`src/rtl/riscv_pkg.sv`:
```
`default_nettype none
// ============================================================================
// Module      : riscv_pkg
// Description : Shared RISC-V pipeline definitions: architectural widths,
//               default reset vector, canonical NOP encoding and the
//               fetch-queue entry layout {addr, instr}.
// Revision    : 1.0 - initial release
// ============================================================================
package riscv_pkg;

    localparam int unsigned XLEN = 32;
    localparam int unsigned ILEN = 32;

    localparam logic [XLEN-1:0] RESET_VECTOR_DEFAULT = 32'h0000_0000;
    // addi x0, x0, 0
    localparam logic [ILEN-1:0] NOP_INSTR            = 32'h0000_0013;

    // One buffered fetch: PC in the upper field, instruction word below it.
    typedef struct packed {
        logic [XLEN-1:0] addr;
        logic [ILEN-1:0] instr;
    } fetch_entry_t;

endpackage
`default_nettype wire

```
`src/rtl/fetch_fifo.sv`:
```
`default_nettype none
// ============================================================================
// Module      : fetch_fifo
// Description : DEPTH-entry synchronous FIFO holding fetched
//               {address, instruction} pairs. Flush empties the queue and
//               takes priority over push and pop in the same cycle.
// Ports       : i_clock      - clock, rising edge
//               i_reset      - asynchronous active-high reset
//               i_push       - write i_push_data at the tail
//               i_push_data  - entry to write
//               i_pop        - remove the head entry
//               i_flush      - discard every entry
//               o_head       - head entry (meaningful when o_empty = 0)
//               o_count      - occupancy, 0..DEPTH
//               o_empty      - queue holds no entry
// Revision    : 1.0 - initial release
// ============================================================================
module fetch_fifo #(
    parameter int unsigned DEPTH = 4,
    parameter int unsigned WIDTH = 64
) (
    input  logic                       i_clock,
    input  logic                       i_reset,
    input  logic                       i_push,
    input  logic [WIDTH-1:0]           i_push_data,
    input  logic                       i_pop,
    input  logic                       i_flush,
    output logic [WIDTH-1:0]           o_head,
    output logic [$clog2(DEPTH+1)-1:0] o_count,
    output logic                       o_empty
);

    localparam int unsigned c_ptr_w = $clog2(DEPTH);
    localparam int unsigned c_cnt_w = $clog2(DEPTH+1);

    logic [WIDTH-1:0]   r_mem [DEPTH];
    logic [c_ptr_w-1:0] r_wr_ptr;
    logic [c_ptr_w-1:0] r_rd_ptr;
    logic [c_cnt_w-1:0] r_count;

    logic w_full;
    logic w_do_push;
    logic w_do_pop;

    assign w_full    = (r_count == c_cnt_w'(DEPTH));
    assign w_do_pop  = i_pop & (r_count != '0);
    // A push into a full queue is only accepted if the head leaves this cycle,
    // so an entry can never be overwritten.
    assign w_do_push = i_push & (~w_full | w_do_pop);

    always_ff @(posedge i_clock or posedge i_reset) begin
        if (i_reset) begin
            r_wr_ptr <= '0;
            r_rd_ptr <= '0;
            r_count  <= '0;
        end else if (i_flush) begin
            r_wr_ptr <= '0;
            r_rd_ptr <= '0;
            r_count  <= '0;
        end else begin
            if (w_do_push) begin
                r_wr_ptr <= r_wr_ptr + c_ptr_w'(1);
            end
            if (w_do_pop) begin
                r_rd_ptr <= r_rd_ptr + c_ptr_w'(1);
            end
            case ({w_do_push, w_do_pop})
                2'b10:   r_count <= r_count + c_cnt_w'(1);
                2'b01:   r_count <= r_count - c_cnt_w'(1);
                default: r_count <= r_count;
            endcase
        end
    end

    // Storage needs no reset: an entry is only visible after it was written.
    always_ff @(posedge i_clock) begin
        if (w_do_push && !i_flush) begin
            r_mem[r_wr_ptr] <= i_push_data;
        end
    end

    assign o_head  = r_mem[r_rd_ptr];
    assign o_count = r_count;
    assign o_empty = (r_count == '0);

endmodule
`default_nettype wire

```
`src/rtl/if_fetch_queue.sv`:
```
`default_nettype none
// ============================================================================
// Module      : if_fetch_queue
// Description : Buffered instruction-fetch stage. Issues sequential PCs to a
//               1-cycle-latency instruction memory, queues the returned
//               {PC, instruction} pairs and hands them to decode through a
//               valid/ready handshake. A redirect flushes the queue, squashes
//               the in-flight response and fetches the new target at once.
// Ports       : i_clock         - clock, rising edge
//               i_reset         - asynchronous active-high reset
//               o_imem_req      - instruction memory read request
//               o_imem_addr     - word-aligned request address
//               i_imem_rdata    - instruction, one cycle after the request
//               i_redirect      - taken branch/jump
//               i_redirect_addr - redirect target (bits [1:0] ignored)
//               o_valid         - queue head holds an instruction
//               i_ready         - decode accepts the head
//               o_address       - PC of the head instruction
//               o_instruccion   - head instruction word
// Revision    : 1.0 - initial release
// ============================================================================
module if_fetch_queue #(
    parameter int unsigned     XLEN         = riscv_pkg::XLEN,
    parameter logic [XLEN-1:0] RESET_VECTOR = XLEN'(riscv_pkg::RESET_VECTOR_DEFAULT),
    parameter int unsigned     DEPTH        = 4
) (
    input  logic            i_clock,
    input  logic            i_reset,
    output logic            o_imem_req,
    output logic [XLEN-1:0] o_imem_addr,
    input  logic [31:0]     i_imem_rdata,
    input  logic            i_redirect,
    input  logic [XLEN-1:0] i_redirect_addr,
    output logic            o_valid,
    input  logic            i_ready,
    output logic [XLEN-1:0] o_address,
    output logic [31:0]     o_instruccion
);

    import riscv_pkg::*;

    localparam int unsigned     c_cnt_w      = $clog2(DEPTH+1);
    localparam int unsigned     c_entry_w    = XLEN + ILEN;
    localparam logic [XLEN-1:0] c_align_mask = ~XLEN'(3);
    localparam logic [XLEN-1:0] c_pc_step    = XLEN'(4);

    logic [XLEN-1:0]      r_pc;
    logic                 r_inflight;
    logic [XLEN-1:0]      r_inflight_pc;

    logic [XLEN-1:0]      w_target;
    logic                 w_pop;
    logic                 w_push;
    logic                 w_issue;
    logic [c_cnt_w:0]     w_occupancy;
    logic [c_cnt_w-1:0]   w_count;
    logic                 w_empty;
    logic [c_entry_w-1:0] w_head;

    assign w_target = i_redirect_addr & c_align_mask;

    // A redirect discards the head, so a simultaneous handshake is not a pop.
    assign w_pop = o_valid & i_ready & ~i_redirect;

    // The response arriving during a redirect belongs to the old path.
    assign w_push = r_inflight & ~i_redirect;

    // Slots already promised (queued + in flight) minus the one leaving now.
    // Never negative: a pop implies at least one queued entry.
    assign w_occupancy = {1'b0, w_count}
                       + {{c_cnt_w{1'b0}}, r_inflight}
                       - {{c_cnt_w{1'b0}}, w_pop};

    // A redirect always issues: the queue is flushed and the in-flight
    // response squashed, so a slot is guaranteed. Reset gates the request
    // combinationally so it drops immediately on async assertion.
    assign w_issue = ~i_reset
                   & (i_redirect | (w_occupancy < (c_cnt_w+1)'(DEPTH)));

    assign o_imem_req  = w_issue;
    assign o_imem_addr = i_redirect ? w_target : r_pc;

    always_ff @(posedge i_clock or posedge i_reset) begin
        if (i_reset) begin
            r_pc          <= RESET_VECTOR;
            r_inflight    <= 1'b0;
            r_inflight_pc <= '0;
        end else begin
            r_inflight <= w_issue;
            if (w_issue) begin
                r_inflight_pc <= o_imem_addr;
                r_pc          <= o_imem_addr + c_pc_step;
            end
        end
    end

    fetch_fifo #(
        .DEPTH (DEPTH),
        .WIDTH (c_entry_w)
    ) u_fetch_fifo (
        .i_clock     (i_clock),
        .i_reset     (i_reset),
        .i_push      (w_push),
        .i_push_data ({r_inflight_pc, i_imem_rdata}),
        .i_pop       (w_pop),
        .i_flush     (i_redirect),
        .o_head      (w_head),
        .o_count     (w_count),
        .o_empty     (w_empty)
    );

    assign o_valid       = ~w_empty;
    // Zero the head fields when nothing is queued (including during reset).
    assign o_address     = o_valid ? w_head[c_entry_w-1:ILEN] : '0;
    assign o_instruccion = o_valid ? w_head[ILEN-1:0]         : '0;

endmodule
`default_nettype wire

```
`config.mk`:
```
export PLATFORM = sky130hd
export DESIGN_NAME = if_fetch_queue
export DESIGN_NICKNAME = d
export VERILOG_FILES = /design/src/rtl/riscv_pkg.sv /design/src/rtl/fetch_fifo.sv /design/src/rtl/if_fetch_queue.sv
export SDC_FILE = /design/constraint.sdc
export NUM_CORES = 1
export LEC_CHECK = 0
export CAP_MARGIN = 20
export CORE_ASPECT_RATIO = 1.25
export CORE_UTILIZATION = 50
export CTS_BUF_LIST = sky130_fd_sc_hd__clkbuf_2
export DETAILED_ROUTE_END_ITERATION = 8
export GPL_TIMING_DRIVEN = 1
export PLACE_DENSITY = 0.73
export SETUP_SLACK_MARGIN = 0.05
export SLEW_MARGIN = 25
export SYNTH_ARGS = -nofsm -noshare
export SYNTH_HDL_FRONTEND = slang
export SYNTH_SLANG_ARGS = --single-unit
```
`constraint.sdc`:
```
create_clock -name i_clock -period 10.6 [get_ports i_clock]
set_clock_uncertainty 0.1 [all_clocks]
set_input_delay 2.12 -clock i_clock [delete_from_list [all_inputs] [get_ports i_clock]]
set_output_delay 2.12 -clock i_clock [all_outputs]
set_load 0.05 [all_outputs]
```
==> impl_metrics.py <==
metrics = {
    "clock_tree": {
        "cts.sinks": 326,
        "clockBufferDepth": 3,
        "post_cts_resized": 0,
        "cts_root_buf": "clkbuf_2",
        "htree_levels": 3,
        "cts_tree": "yes",
        "postCtsHoldBufs": 0,
        "numCtsBuffers": 76,
        "path_clk_slew_ns": 0.10,
        "cts_setup_buffers": 0,
        "clkLatencyLatePin_ns": 0.82,
    },
    "setup_path": {
        "critPathSlowestCell": "clkdlybuf4s50_1",
        "worstPathMaxFanout": 16,
        "worst_r2r_endpoint": "r_pc[30]",
        "worstPathRequired_ns": 8.38,
        "max_stage_delay_ns": 0.92,
        "crit_type": "in -> out",
        "crit_chain": "clkdlybuf4s50_1 -> nand2_1 -> nor2_1 -> ha_1 -> inv_1 -> ha_1 -> and3b_1 -> o221a_2 -> or3_2 -> inv_1 -> clkdlybuf4s50_1",
        "crit_path_start_kind": "input port",
        "reg2regPathDepth": 13,
        "cp_num_buf_inv": 4,
        "end_kind": "output pin",
        "cpLargestDelayFamily": "buffers and inverters",
        "critical_path_arrival_ns": 5.79,
        "r2r_setup_slack_ns": 6.99,
        "r2r-start": "u_fetch_fifo.o_count[0]",
    },
    "cells_and_area": {
        "stdcell_count": 1472,
        "final_area_mm2": 0.0165,
        "layout_commonest_cell": "edfxtp_1",
        "fin_nets": 1141,
        "layout_common_cells": "edfxtp_1 (256), clkdlybuf4s50_1 (162), clkbuf_2 (117)",
        "areaGrowthSynthToFinish_pct": 20.1,
        "final_core_util_pct": 61.2,
        "layout-drive-gt1-share_pct": 20.2,
    },
    "global_routing": {
        "overflow": 0,
        "antenna_found_initial": 1,
        "grtUsageTotal_pct": 20.3,
        "grt_max_degree": 108,
        "grt_pass1_wl_um": 43700,
        "first_global_vias": 8375,
    },
    "sta": {
        "fin_crit_ns": 8.01,
        "worstMarginPinSlew_ns": 1.02,
        "finalSetupViolCount": 0,
        "hold_viol_final": 0,
        "finalCritPeriodShare_pct": 75.6,
        "slew_viol_final": 0,
        "rsz0062_at_grt": "false",
        "hold_ws_ns": 0.392,
        "fmax_mhz": 125,
        "max-slew-margin-rel_pct": 31.7,
        "setup_tns_ns": 0,
        "fin_ws_ns": 2.59,
    },
    "routing": {
        "dr_total_vias": 7947,
        "wl_um": 27200,
        "viasPerCell": 5.40,
        "drc": 0,
        "first_pass_iters": 5,
        "drt_iter0_drc": 444,
        "wl_per_cell_um": 18.5,
        "ant_nets": 0,
    },
    "placed_design": {
        "place_area_mm2": 0.0156,
        "place.gp.congestion": 0.785,
        "dpl.cell_count": 1327,
        "place_hpwl_um": 15700,
        "port_buffers": 163,
        "dp_worst_setup_slack_ns": 2.63,
    },
    "floorplan": {
        "rows": 67,
        "core-area_mm2": 0.0269,
        "initial_core_util_pct": 51.0,
        "io_pins": 166,
        "fp.dieW_um": 150,
        "die-area_mm2": 0.0281,
        "dieHeight_um": 187,
    },
    "hold_path": {
        "hp-start": "r_pc[3]",
        "hp-class": "reg -> reg",
        "min_path_cells": 2,
        "hold_end": "r_pc[3]",
    },
    "power": {
        "p_int_mw": 2.36,
        "clkPwrFrac_pct": 22.9,
        "vdd_drop_max_v": 0.000124,
        "seqPwrFrac_pct": 47.1,
        "cellPowerDensity_mw_per_mm2": 221,
        "p_total_mw": 3.64,
        "switching_share_pct": 35.2,
        "p_leak_nw": 5.97,
        "comb_power_share_pct": 30.0,
        "p_sw_mw": 1.28,
    },
    "flow_run": {
        "cap_violations": 0,
    },
    "synth": {
        "ys.flop_type": "edfxtp_1",
        "synth_cell_types": 59,
        "synth.avg_cell_area_um2": 16.0,
        "yosys_warnings": 0,
        "synth_cells": 860,
        "synth_edf_count": 256,
        "ys_seq_area_share_pct": 68.8,
        "synth.ff_latch_count": 326,
        "async_flop_share_pct": 21.5,
        "syn_area_mm2": 0.0137,
        "syn_nets": 937,
    },
    "run_status": {
        "status": "completed",
    },
}
power groups by stage:
| stage | registers [mW] | logic [mW] | clock network (mW) |
|---|---|---|---|
| CTS | 1.72 | 1.10 | 0.862 |
| floorplan | 1.69 | 0.786 | 0 |
| detailed placement | 1.75 | 1.10 | 0 |
| global placement | 1.74 | 1.09 | 0 |
| global route | 1.74 | 1.17 | 0.926 |
| finish | 1.72 | 1.09 | 0.833 |
sequential cells by signal, indices dropped and copies added (netlist names):
register	count
u_fetch_fifo.r_mem	256
r_pc	32
r_inflight_pc	30
u_fetch_fifo.o_count	3
u_fetch_fifo.r_rd_ptr	2
u_fetch_fifo.r_wr_ptr	2
r_inflight	1
synth_stat cells (all sizes together), types with 2 or more instances:
master	count	area, um^2
edfxtp	256	7690
dfrtp	70	1750
a211o	2	17.5
mux2	11	124
buf	28	145
nand3b	4	42.5
ha	8	100
nand4b	3	41.3
nor2	12	45.0
a32o	2	20.0
mux4	64	1440
mux2i	18	180
a2111oi	2	17.5
a221oi	2	35.0
and2	75	469
and3	3	18.8
xor2	9	78.8
nand3	18	100
a21oi	9	45.0
nor3	6	35.0
a31oi	3	18.8
o31a	4	35.0
nor2b	4	25.0
a211oi	4	35.0
or3	2	12.5
nor3b	2	15.0
and4	2	17.5
nand2	94	353
o31ai	11	82.6
xnor2	12	105
nand4	11	75.1
o21ai	42	210
inv	31	116
a32oi	2	17.5
nor4	6	43.8
clkbuf	18	67.6
per-layer routing:
layer	vias up	part of all wire (%)	track usage, %
li1	3721	-	-
met1	3957	43	26.1
met2	227	50	33.6
met3	42	4.9	4.29
met4	0	1.6	7.73
met5	-	0	0
logic make-up after synthesis:
group	Yosys count	synth area share [%]
adder cells (fa/ha/maj)	9	0.876
AND/OR/NAND/NOR	245	9.61
buffers and inverters	77	2.40
flip-flops	326	68.8
multiplexers	93	12.7
XOR/XNOR	21	1.34
AO/OA/AOI/OAI	89	4.25
final cells by class:
class,instances,area (um^2)
timing repair buffer,172,1760
fill,2065,10400
sequential,326,9450
antenna,1,2.50
clock buffer,117,586
clock inverter,23,169
inverter,31,116
tap,345,432
multi-input combinational,457,3970
tightest hold or removal path, delay by kind of cell, from the launching register on:
kind / cells / cell delay (ns)
DFF: 1 / 0.36
and+or+nand+nor: 2 / 0.10
how the worst max path moves through the flow:
stage | cells past startpoint | to | startpoint
2_1_floorplan | 16 | o_imem_req | i_redirect
3_3_place_gp | 11 | o_imem_req | i_ready
3_5_place_dp | 11 | o_imem_req | i_ready
4_1_cts | 11 | o_imem_req | i_ready
5_1_grt | 11 | o_imem_req | i_ready
6_report | 11 | o_imem_req | i_ready
Note: power is estimated with default switching activity, not from simulation.
